`config.mk`:
```
export PLATFORM = sky130hd
export DESIGN_NAME = lstm_h_collector
export DESIGN_NICKNAME = d
export VERILOG_FILES = /design/src/rtl/lstm_pkg.sv /design/src/rtl/lstm_h_collector.sv
export SDC_FILE = /design/constraint.sdc
export NUM_CORES = 1
export LEC_CHECK = 0
export CAP_MARGIN = 20
export CORE_MARGIN = 2
export CORE_UTILIZATION = 44
export CTS_BUF_LIST = sky130_fd_sc_hd__clkbuf_8
export CTS_CLUSTER_SIZE = 30
export DETAILED_ROUTE_END_ITERATION = 10
export GPL_ROUTABILITY_DRIVEN = 0
export PLACE_DENSITY_LB_ADDON = 0.15
export REMOVE_ABC_BUFFERS = 1
export SLEW_MARGIN = 15
export SYNTH_ARGS = -nofsm -noshare
export SYNTH_HDL_FRONTEND = slang
export SYNTH_SLANG_ARGS = --single-unit
```
`constraint.sdc`:
```
create_clock -name sys_clk -period 1.95 [get_ports sys_clk]
set_input_delay 0.195 -clock sys_clk [delete_from_list [all_inputs] [get_ports sys_clk]]
set_output_delay 0.195 -clock sys_clk [all_outputs]
set_load 0.01 [all_outputs]
```
`src/rtl/lstm_pkg.sv`:
```
// Shared definitions for the LSTM h-vector collector: collector FSM states and
// default vector geometry.
package lstm_pkg;

   localparam int FEATURES_DEF     = 4;
   localparam int ELEMENT_BITS_DEF = 8;

   typedef enum logic [2:0] {
      S_IDLE,
      S_REQ,
      S_WAIT,
      S_CAPTURE,
      S_HOLD
   } state_t;

endpackage

```
`src/rtl/lstm_h_collector.sv`:
```
// Requests serial readout of a finished LSTM cell's h vector, reassembles it into a
// packed word and offers it downstream with a valid/ready handshake.
module lstm_h_collector
   import lstm_pkg::*;
#(
   parameter int FEATURES     = FEATURES_DEF,
   parameter int ELEMENT_BITS = ELEMENT_BITS_DEF,
   parameter int RD_LAT       = 1
) (
   input  logic                             sys_clk,
   input  logic                             reset,
   input  logic                             done_wr,
   output logic                             read_output,
   input  logic [ELEMENT_BITS-1:0]          h_curr_ser,
   output logic [FEATURES*ELEMENT_BITS-1:0] h_vec,
   output logic                             h_valid,
   input  logic                             h_ready,
   output logic                             busy,
   output logic                             overrun
);

   localparam int IDX_W = (FEATURES > 1) ? $clog2(FEATURES) : 1;
   localparam int LAT_W = 3;

   state_t                           state_q, state_d;
   logic [LAT_W-1:0]                 lat_q, lat_d;
   logic [IDX_W-1:0]                 idx_q, idx_d;
   logic                             done_wr_q;
   logic                             overrun_q, overrun_d;
   logic [FEATURES*ELEMENT_BITS-1:0] h_vec_q, h_vec_d;
   logic                             rise;
   logic                             xfer;

   assign rise = done_wr & ~done_wr_q;
   assign xfer = (state_q == S_HOLD) & h_ready;

   always_comb begin
      state_d   = state_q;
      lat_d     = lat_q;
      idx_d     = idx_q;
      overrun_d = overrun_q;
      h_vec_d   = h_vec_q;
      case (state_q)
         S_IDLE: begin
            if (rise) state_d = S_REQ;
         end
         S_REQ: begin
            lat_d   = '0;
            idx_d   = '0;
            state_d = (RD_LAT == 1) ? S_CAPTURE : S_WAIT;
            if (rise) overrun_d = 1'b1;
         end
         S_WAIT: begin
            if (lat_q == LAT_W'(RD_LAT - 2)) state_d = S_CAPTURE;
            else                             lat_d   = lat_q + 1'b1;
            if (rise) overrun_d = 1'b1;
         end
         S_CAPTURE: begin
            h_vec_d[int'(idx_q)*ELEMENT_BITS +: ELEMENT_BITS] = h_curr_ser;
            if (idx_q == IDX_W'(FEATURES - 1)) state_d = S_HOLD;
            else                               idx_d   = idx_q + 1'b1;
            if (rise) overrun_d = 1'b1;
         end
         S_HOLD: begin
            // An edge coinciding with the handoff is the next vector, not a drop.
            if (xfer)      state_d   = rise ? S_REQ : S_IDLE;
            else if (rise) overrun_d = 1'b1;
         end
         default: state_d = S_IDLE;
      endcase
   end

   always_ff @(posedge sys_clk) begin
      if (reset) begin
         state_q   <= S_IDLE;
         lat_q     <= '0;
         idx_q     <= '0;
         done_wr_q <= 1'b0;
         overrun_q <= 1'b0;
         h_vec_q   <= '0;
      end else begin
         state_q   <= state_d;
         lat_q     <= lat_d;
         idx_q     <= idx_d;
         done_wr_q <= done_wr;
         overrun_q <= overrun_d;
         h_vec_q   <= h_vec_d;
      end
   end

   assign read_output = (state_q == S_REQ);
   assign h_valid     = (state_q == S_HOLD);
   assign busy        = (state_q != S_IDLE);
   assign overrun     = overrun_q;
   assign h_vec       = h_vec_q;

endmodule

```
# After elaboration in Yosys (flattened, before gate mapping)

Cells that the tools add are included.

Bits in registers: 42
Output and inout bits: 36
Logic and storage cells: 51

Add/subtract/negate cells: 3
Equal/unequal tests: 13
Shift operators: 2
Muxes and demuxes: 14
Bitwise gates (word level): 3
Reductions and logical operators: 10

Operators with widths:

| cell                      | count |
|---|---|
| $neg A5 Y33               | 1 |
| $shift A8 B33 Y32 const A | 1 |
| $shiftx A8 B33 Y32        | 1 |
| $bwmux W32                | 1 |
| $mux W3                   | 5 |
| $pmux W3 S5               | 1 |
| $ne A2 B2 Y1 const B      | 6 |
| $eq A3 B2 Y1 const B      | 2 |
| $eq A3 B3 Y1 const B      | 2 |
| $pmux W3 S2               | 1 |
| $reduce_and A2 Y1         | 3 |
| $reduce_bool A2 Y1        | 3 |
| $pmux W2 S2               | 1 |
| $reduce_and A4 Y1         | 1 |
| $add A3 B1 Y3 const B     | 1 |
| $eq A3 B1 Y1 const B      | 1 |
| $logic_not A3 Y1          | 1 |
| $mux W1                   | 3 |
| $reduce_bool A3 Y1        | 1 |
| $reduce_or A3 Y1          | 1 |
| $add A2 B1 Y2 const B     | 1 |
| $and A1 B1 Y1             | 2 |
| $eq A2 B2 Y1 const B      | 1 |
| $mux W2                   | 1 |
| 3 further kinds           | 3 |

# Depth between registers and ports, before layout

Gate-level depths: netlist of the first run.

Word-level depth: 5
Depth in mapped cells: 6

# Worst setup path after synthesis of the first run

No wires, ideal clock.

Kind: flip-flop to flip-flop
From: register idx_q[0]
To: register h_vec_q[17], in the netlist h_vec[17]
Arrival: 1.590 ns
Required time: 1.880 ns
Path slack: 0.290 ns
Cell stages (with the launch flop): 6
Path buffers: 0
Period minus slack after synthesis: 1.660 ns
Cells stage by stage: dfxtp_1 inv_1 ha_1 nor4b_4 nand3_1 a21oi_1

Cells in the longest elaborated chain, start to end: 3

Ends and longest elaborated chain:

| element                                                 | line                   | source |
|---|---|---|
| from (decl)                                             | lstm_h_collector.sv:27 | `logic [IDX_W-1:0] idx_q, idx_d;` |
| from (signal assigned)                                  | lstm_h_collector.sv:84 | `idx_q <= idx_d;` |
| $neg A5 Y33 *                                           | lstm_h_collector.sv:59 | `h_vec_d[int'(idx_q)*ELEMENT_BITS +: ELEMENT_BITS] = h_curr_ser;` |
| $shiftx A8 B33 Y32 or $shift A8 B33 Y32 (tied branches) | lstm_h_collector.sv:59 |  |
| $bwmux W32 *                                            | lstm_h_collector.sv:59 |  |
| to (signal assigned)                                    | lstm_h_collector.sv:87 | `h_vec_q <= h_vec_d;` |
| to (decl)                                               | lstm_h_collector.sv:30 | `logic [FEATURES*ELEMENT_BITS-1:0] h_vec_q, h_vec_d;` |

Mark *: on every way between the ends. The rest lies on a longest branch, timed or not.
A chain may end at the register's enable or synchronous reset.

# Worst setup path after layout of the first run

From: register state_q[0]
To: output port busy

Cells in the longest elaborated chain, start to end: 1

Ends and longest elaborated chain:

| element                | line                   | source |
|---|---|---|
| from (decl)            | lstm_h_collector.sv:25 | `state_t state_q, state_d;` |
| from (signal assigned) | lstm_h_collector.sv:82 | `state_q <= state_d;` |
| $reduce_bool A3 Y1     | lstm_h_collector.sv:93 | `assign busy = (state_q != S_IDLE);` |
| to (decl)              | lstm_h_collector.sv:18 | `output logic busy,` |

Every way passes these cells.

==> impl.org, run 1 <==
** Timing
- Hold WS :: 452.6 ps
- Setup total negative slack on the finished layout was measured at 0 ps.
- The max-slew violation count was 0.
- Dividing the final minimum period by the clock period gives 96.21%.
- The worst pin sits at a relative slew slack of 70.47%.
- For the pin with the worst max-slew slack, the measured transition is 441.1 ps.
- Timing would allow up to 0.5330 GHz.
- After layout, the minimum clock period comes to 1876 ps.
- The count of final hold-check violations came to 0.
- Setup repair after global routing left no endpoint under its margin.
- Number of failing setup endpoints in the final timing report :: 0
- Final clock skew :: 6.802 ps

** Logic synthesis
- Sequential area share after synthesis :: 43.84%
- Avg Inst Size Synth :: 9.222 µm²
- Yosys printed 0 warnings.
- In this run the cell area of the synthesized design comes to 1918 µm².
- Flip-flop and latch count after synthesis :: 42
- The cell count after synthesis came out at 208.
- Counting distinct cell types in the post-synthesis netlist gives 41.

** Critical path
- Data on the critical path is required at its endpoint by 1750 ps.
- In this run the critical register-to-register path is captured at h_vec[24].
- The worst register-to-register path begins at idx_q[0].
- The most critical setup path has its endpoint at busy.
- In this run the worst path has a maximum fanout of 12.
- Data arrival, critical path :: 1680 ps
- In this run the register-to-register setup slack is 240 ps.
- In this run the worst setup path begins at state_q[0].
- STA classifies the critical path endpoint as an output pin.
- Counting cells, the worst reg-to-reg path comes to 5.
- Classification of the worst setup path :: flip-flop to output pin
- The worst setup path is launched from a flip-flop.

** Cells and area
- Storage element area :: 844.6 µm²
- FILL cells :: 416
- The library cell used most frequently in the layout, excluding fill and tap cells, is sky130_fd_sc_hd__clkdlybuf4s50_1.
- Most frequent cells in the layout :: 47 x sky130_fd_sc_hd__clkdlybuf4s50_1, 39 x sky130_fd_sc_hd__dfxtp_1, 27 x sky130_fd_sc_hd__nand2_1, 18 x sky130_fd_sc_hd__inv_1
- Area of the multi-input gates :: 948.4 µm²
- Fraction of layout instances using a drive strength above 1 :: 10.51%
- The net count of the finished layout is 275.
- The number of antenna diodes in the final layout is 0.
- Compared with the post-synthesis result, the final layout area differs by 33.59%.

** Place
- Detailed placement ended at an HPWL of 3216 µm.
- Port-buffer cells :: 47

** Detailed routing
- For this run, the detailed router's first-pass iteration total came to 4.
- Routed wire length per instance :: 14.54 µm
- Met2 WL post-DR :: 2226 µm
- Wire length on met1 :: 2013 µm
- The first routing iteration left 100 violations.
- In the routed design, unresolved DRC markers number 0.
- The routed layout has 1653 vias.
- The final layout contains routed wiring with a total length of 4494 µm.
- Once detail routing completed, the nets flagged for antenna violations numbered 0.
- Wire segments on met3 add up to 193 µm in the final route.
- Dividing the detail-routed via count by the number of cells gives 5.350.
- Uppermost signal routing layer after detailed routing :: met4

** Power and ir drop
- For this design the static power due to leakage is 0.8721 nW.
- Worst vdd ir :: 0.3357 mV
- In this run the power density over the cells is 697.1 nW/µm².

** Global routing
- The via count of the first global-routing pass was 1541.
- Entering global routing, the biggest net connects 40 pins.
- Overall routing resource usage :: 19.19%
- For this run the aggregate overflow at the end of global routing stands at 0.
- Global-route wire length before repair :: 7486 µm
- Antenna violations before repair :: 0

** Clock network
- CTS root buf :: sky130_fd_sc_hd__clkbuf_8
- Clock tree synthesis found a total of 42 sinks.
- Deepest level of the CTS H-tree :: 2
- Clk slew on worst S/H paths :: 70 ps
- In this run the deepest clock path goes through 2 buffers.
- The later pin in the worst-skew pair is clocked with a latency of 300 ps.
- Post-CTS timing repair inserted 0 buffers for setup.
- Clock buffer count from CTS :: 5
- TritonCTS built the clock tree.

** Floorplan
- The initial utilization of the core area, before any placement, comes to 44.98%.
- Core ar. :: 4264 µm²
- The floorplan has 24 rows.
- The floorplan step defined a die boundary enclosing 4904 µm².
- Horizontal die dimension :: 70.03 µm
- Die height :: 70.03 µm
- Pin placement for this block handled 48 I/O pins.

** Hold path
- The worst hold path belongs to the class flip-flop to flip-flop.
- Worst hold stages :: 2

** Run
- Max-cap viol count :: 0

** Run status
- Result of the run :: finished clean
==> state kept, by name, summed over array words and instances (netlist names) <==
signal,cells
done_wr_q,1
h_vec,32
idx_q,2
lat_q,3
overrun,1
state_q,3
==> worst min-delay path by stage <==
stage               startpoint   endpoint  slack, ps
CTS                  h_vec[27]  h_vec[27]        460
finish               h_vec[27]  h_vec[27]        450
global route         h_vec[17]  h_vec[17]        480
floorplan                reset  h_vec[11]        260
global placement     h_vec[27]  h_vec[27]        440
detailed placement   h_vec[27]  h_vec[27]        450
==> cell type report <==
type | instances | area share, %
sequential | 42 | 32.96
clock buffer | 5 | 2.686
clock inverter | 3 | 1.562
multi-input combinational | 136 | 37.01
tap | 52 | 2.539
inverter | 18 | 2.637
timing repair buffer | 53 | 20.61
==> routing by layer <==
metal,global-route usage (%),vias up
li1,-,837
met1,24.19,773
met2,32.28,37
met3,4.906,6
met4,5.769,0
met5,0,-
==> metrics by stage <==
step	std cells	instance area [µm²]	utilization [%]	power, mW	setup WS (ps)
after floorplan	196	1851	-	1.010	290.7
after global placement	301	2444	57.31	1.120	307.5
after detailed placement	301	2444	57.31	1.121	270.3
after CTS	309	2554	59.89	1.796	28.84
after global routing	309	2562	60.09	1.863	23.26
final	309	2562	60.09	1.786	73.92
==> synthesized netlist by cell type <==
master                     instances  area share (%)
sky130_fd_sc_hd__nor2_2            1            0.33
sky130_fd_sc_hd__dfxtp_1          42              44
sky130_fd_sc_hd__nor4b_4           1             1.2
sky130_fd_sc_hd__o211ai_1          1            0.39
sky130_fd_sc_hd__mux2i_1           2             1.0
sky130_fd_sc_hd__and2_1            1            0.33
sky130_fd_sc_hd__or4b_1            1            0.52
sky130_fd_sc_hd__nor2_1            3            0.59
sky130_fd_sc_hd__and4b_4           1            0.72
sky130_fd_sc_hd__o41ai_1           1            0.46
sky130_fd_sc_hd__nand4_4           1             1.1
sky130_fd_sc_hd__o31ai_1           1            0.39
sky130_fd_sc_hd__o21ai_2           1            0.46
sky130_fd_sc_hd__a21o_1            1            0.39
sky130_fd_sc_hd__buf_4             3             1.2
sky130_fd_sc_hd__nand2_1          27             5.3
sky130_fd_sc_hd__buf_2             3            0.78
sky130_fd_sc_hd__or3_1             1            0.33
sky130_fd_sc_hd__nand4_1           2            0.65
sky130_fd_sc_hd__a31oi_1           2            0.65
sky130_fd_sc_hd__clkbuf_1          5            0.98
sky130_fd_sc_hd__and4b_1           3             1.6
sky130_fd_sc_hd__a221oi_1          1            0.46
sky130_fd_sc_hd__nor4b_2           2             1.6
sky130_fd_sc_hd__nand3_1          14             3.7
sky130_fd_sc_hd__nor3b_1           1            0.39
sky130_fd_sc_hd__ha_1              7             4.6
sky130_fd_sc_hd__nand4b_2          1            0.78
sky130_fd_sc_hd__o21ai_1           6             1.6
sky130_fd_sc_hd__nand4b_1          2            0.91
sky130_fd_sc_hd__nor3b_2           2             1.3
sky130_fd_sc_hd__a22o_1            1            0.46
sky130_fd_sc_hd__buf_6             1            0.59
sky130_fd_sc_hd__nor2b_1           3            0.98
sky130_fd_sc_hd__inv_1            18             3.5
sky130_fd_sc_hd__o32ai_1          14             6.4
sky130_fd_sc_hd__a21oi_1          13             3.4
sky130_fd_sc_hd__nor4_1            1            0.33
sky130_fd_sc_hd__nand2b_1         10             3.3
sky130_fd_sc_hd__and3_1            1            0.33
sky130_fd_sc_hd__nand3b_1          6             2.3
==> critical path: stages, from the launching register on <==
cell and delay [ps]:
sky130_fd_sc_hd__dfxtp_2 350, sky130_fd_sc_hd__buf_4 180, sky130_fd_sc_hd__or3_1 370, sky130_fd_sc_hd__clkdlybuf4s50_1 480
==> timing repair <==
item                       4_1_cts  5_1_grt
setup endpoints to repair        2        2
hold buffers                     0        0
resized for setup                1        3
==> cells by family after synthesis <==
kind of cell / count (synthesis) / synth area share [%]
adder cells (fa/ha/maj): 7 / 4.566
AND/OR/NAND/NOR: 85 / 28.51
flip-flops: 42 / 43.84
AO/OA/AOI/OAI: 42 / 15.00
buffers and inverters: 30 / 7.045
multiplexers: 2 / 1.044
==> power breakdown <==
group,internal [mW],switching (mW)
logic,0.104,0.104
clock network,0.377,0.304
registers,0.875,0.0225
Power figures use the tool's default switching activity.
==> run 2, diff against run 1 <==
--- a/config.mk
+++ b/config.mk
@@ -5,6 +5,7 @@
 export SDC_FILE = /design/constraint.sdc
 export NUM_CORES = 1
 export LEC_CHECK = 0
+export ABC_AREA = 1
 export CAP_MARGIN = 20
 export CORE_MARGIN = 2
 export CORE_UTILIZATION = 44
==> run 2 against run 1 <==
  * Cell area shrank 1.6%
  * Wire length shrank 4.7%
  * Clock skew shrank 2.0 ps
  * Count of clock-buffer cells in the layout grew 1
  * Core utilization grew 1.6 points
  * Clock power shrank 18%
  * Total power grew 22%
  * Critical path depth is the same
  * Final cell count grew 18%
  * Via count grew 9.6%
  * Critical endpoint is now h_valid
  * Largest cell class unchanged
  * Highest routed layer unchanged
==> impl.org, run 2 <==
** Floorplan
- Horizontal die dimension :: 69.92 µm
- Once the floorplan was initialized, standard cells occupied 46.79% of the core.
- The die is 69.92 µm tall.
- For this design the top-level I/O count stands at 48.
- The initialized floorplan defines 23 standard-cell rows.
- The floorplan step defined a die boundary enclosing 4888 µm².
- After floorplanning, the core was sized to cover 4086 µm².

** Detailed routing
- Starting DRC count in detailed routing :: 175
- After detailed routing, the number of remaining DRC violations is 0.
- The count of nets left with antenna violations once routing finished came out at 0.
- Drt pass-1 iters :: 4
- Using the TritonRoute via totals, the vias-per-cell ratio works out to 4.951.
- Routed wire length :: 4284 µm
- Total number of vias :: 1812
- In the final routed layout, each cell accounts on average for 11.70 µm.

** Timing
- Setup violations remaining at the end of the flow were counted as 0.
- Setup repair after global routing left no endpoint under its margin.
- After layout, the worst path uses 94.38% of the clock period.
- The count of final hold-check violations is 0.
- Peak clock frequency supported by timing :: 0.5434 GHz
- Setup slack on the critical path of the routed design comes to 109.6 ps.
- The max-slew violation count is 0.
- Max_slew headroom :: 77.89%
- Total negative slack for setup checks :: 0 ps
- Final clock skew :: 4.834 ps
- For the finished layout, the period the worst path requires is 1840 ps.
- Worst-Margin Slew :: 330.6 ps

** Critical path
- Of all nets on the critical path, the largest fanout is 7.
- The kind of cell with the highest combined delay along the critical path is buffers and inverters.
- Element type at the critical path start :: flip-flop
- The worst register-to-register path begins at idx_q[0].
- Data arrival, critical path :: 1650 ps
- Traced cell by cell, the critical path runs through inv_1, nor3_1, clkdlybuf4s50_1.
- The critical path is of the flip-flop to output pin type.
- Together, buffers and inverters on the worst path number 2.
- The worst setup path is captured at an output pin.
- Tracing the worst setup path back leads to its startpoint at state_q[2].
- In this design, the stage delay of the slowest critical-path cell is 580 ps.
- The largest individual stage delay along the critical path comes from the cell sky130_fd_sc_hd__clkdlybuf4s50_1.
- Worst path required time :: 1750 ps

** Place
- Worst slack after detailed placement :: 352.0 ps
- The HPWL after detailed placement is 3244 µm.
- Port-buffer cells :: 47

** Cells and area
- In the final layout, flip-flops and latches occupy 840.8 µm².
- From synthesis to final layout, the design area changed by 31.87%.
- Most frequent cells in the layout :: 58 x sky130_fd_sc_hd__nand2_1, 47 x sky130_fd_sc_hd__clkdlybuf4s50_1, 42 x sky130_fd_sc_hd__dfxtp_1, 40 x sky130_fd_sc_hd__a21oi_1, 35 x sky130_fd_sc_hd__nor2_1
- Fraction of layout instances using a drive strength above 1 :: 6.329%
- 0 antenna diodes ended up in the layout.
- Area of the multi-input gates :: 919.6 µm²
- The library cell used most frequently in the layout, excluding fill and tap cells, is sky130_fd_sc_hd__nand2_1.
- Flip-flop count of the largest register after layout :: 32
- FILL cells :: 404
- In the final design database the tool counted 334 nets.

** Clock network
- Post-CTS timing repair inserted 0 buffers for setup.
- In this run, post-CTS repair resized a total of 0 instances.
- In this run the deepest clock path goes through 2 buffers.
- Clock sink total :: 42
- After clock tree synthesis, the clock-pin slew on the worst setup and hold paths is 80 ps.
- CTS placed an instance of sky130_fd_sc_hd__clkbuf_8 at the clock tree root.
- Insertion delay to the later sink of the worst-skew pair :: 280 ps
- Hold buffer count at CTS :: 0
- Clock buffer count from CTS :: 5
- TritonCTS built the clock tree.
- The H-tree generated during clock tree synthesis spans 2 levels.

** Global routing
- Global-route wire length before repair :: 7327 µm
- Global routing used 18.11% of the available tracks across all layers.
- Pin count of the biggest net entering global routing :: 23
- Antenna violations before repair :: 0
- Via count of the first global-routing pass :: 1620
- After global routing the overflow that remains totals 0.

** Hold path
- The worst hold path belongs to the class primary input to flip-flop.
- In this run the most critical hold path is launched from done_wr.

** Logic synthesis
- Yosys warning total :: 0
- The synthesized design spends more area on one cell type than any other, namely sky130_fd_sc_hd__dfxtp_1.
- Netlist area before placement :: 1912 µm²
- Sorting the synthesized cells by area gives the leading types as sky130_fd_sc_hd__dfxtp_1 44%, sky130_fd_sc_hd__nand2_1 11%, sky130_fd_sc_hd__a21oi_1 10%, sky130_fd_sc_hd__nor2_1 6.9%, sky130_fd_sc_hd__nand3_1 6.3%.
- After synthesis, the largest area contributor takes up 43.98% of total cell area.
- The synthesized design contains 0 enable-type register cells.
- Cell count after synthesis :: 263
- Most frequently used flop master after synthesis :: sky130_fd_sc_hd__dfxtp_1
- Most numerous cell types in the synthesized netlist :: 58 x sky130_fd_sc_hd__nand2_1, 42 x sky130_fd_sc_hd__dfxtp_1, 40 x sky130_fd_sc_hd__a21oi_1, 35 x sky130_fd_sc_hd__nor2_1, 24 x sky130_fd_sc_hd__nand3_1
- Sequential area share after synthesis :: 43.98%
- Flip-flop and latch count after synthesis :: 42
- Synthesis instantiated 22 different standard cells from the library.
- Yosys instantiated no cell more often than sky130_fd_sc_hd__nand2_1.
- For this run, asynchronously set or reset flops after synthesis account for 0%.
- The average instance in the mapped netlist occupies 7.269 µm².

** Run status
- The run finished with clean final reports.

** Power and ir drop
- IR analysis of the VDD net gives a maximum drop of 0.6342 mV.
- Power spread over the standard cell area amounts to 861.0 nW/µm².
- The analysis attributes to cell leakage a power of 0.9504 nW.

** Run
- Max-cap violations in this run came to 0.
==> run 2: cell count changes in the layout (fill, tap and decap cells not counted), moves of 6 or more <==
cell / change
sky130_fd_sc_hd__o21ai_1: -6
sky130_fd_sc_hd__nor2_1: +32
sky130_fd_sc_hd__a21oi_1: +27
sky130_fd_sc_hd__o21ai_0: +6
sky130_fd_sc_hd__nand3_1: +10
sky130_fd_sc_hd__o32ai_1: -14
sky130_fd_sc_hd__nand2_1: +31
sky130_fd_sc_hd__nand4_1: +6
sky130_fd_sc_hd__nand2b_1: -10
==> run 2: layout make-up <==
cell class | count | share of cell area (%)
timing repair buffer | 53 | 20.45
sequential | 42 | 33.35
multi-input combinational | 189 | 36.48
inverter | 24 | 3.623
tap | 50 | 2.481
clock buffer | 6 | 3.275
clock inverter | 2 | 0.3474
==> run 2: path summary, 6_finish.rpt <==
kind,to,slack (ps),cells past startpoint
setup / recovery,h_valid,110,3
hold / removal,done_wr_q,460,3
setup reg to reg,h_vec[0],320,6
hold reg to reg,h_vec[6],470,2
==> run 2: worst register-to-register path, cell delays in order, from the launching register on <==
cell                       delay (ps)
sky130_fd_sc_hd__dfxtp_1          340
sky130_fd_sc_hd__inv_1            120
sky130_fd_sc_hd__ha_1             360
sky130_fd_sc_hd__inv_1             90
sky130_fd_sc_hd__nand4_1          270
sky130_fd_sc_hd__nand3b_1         270
sky130_fd_sc_hd__a21oi_1          120
==> run 2: stage by stage <==
stage | cells | hold WS (ps) | util [%] | instance area, µm² | power (mW)
floorplan | 255 | 264.1 | - | 1852 | 1.402
global placement | 358 | 453.2 | 59.46 | 2430 | 1.620
detailed placement | 358 | 455.0 | 59.46 | 2430 | 1.627
CTS | 366 | 453.0 | 61.70 | 2521 | 2.187
global route | 366 | 480.0 | 61.70 | 2521 | 2.317
finish | 366 | 456.0 | 61.70 | 2521 | 2.171
==> run 2: routing by layer <==
metal | wire length, µm | up-vias | GRT usage [%]
met4 | 19 | 0 | 3.419
met3 | 214 | 2 | 4.473
li1 | - | 967 | -
met2 | 1995 | 50 | 29.42
met5 | 0 | - | 0
met1 | 2055 | 793 | 24.68
==> run 2: cells by family (layout without fill, tap and decap cells) <==
family                   after synthesis  count (layout)  synth area share, %
adder cells (fa/ha/maj)                7               7                4.581
AND/OR/NAND/NOR                      135             135                31.09
buffers and inverters                 32              85                7.919
flip-flops                            42              42                43.98
AO/OA/AOI/OAI                         47              47                12.43
==> run 2: report_power, final <==
part | total, mW | switching, mW | internal [mW]
registers | 0.987 | 0.0576 | 0.930
clock network | 0.559 | 0.279 | 0.281
logic | 0.624 | 0.377 | 0.248
total | 2.17 | 0.713 | 1.46
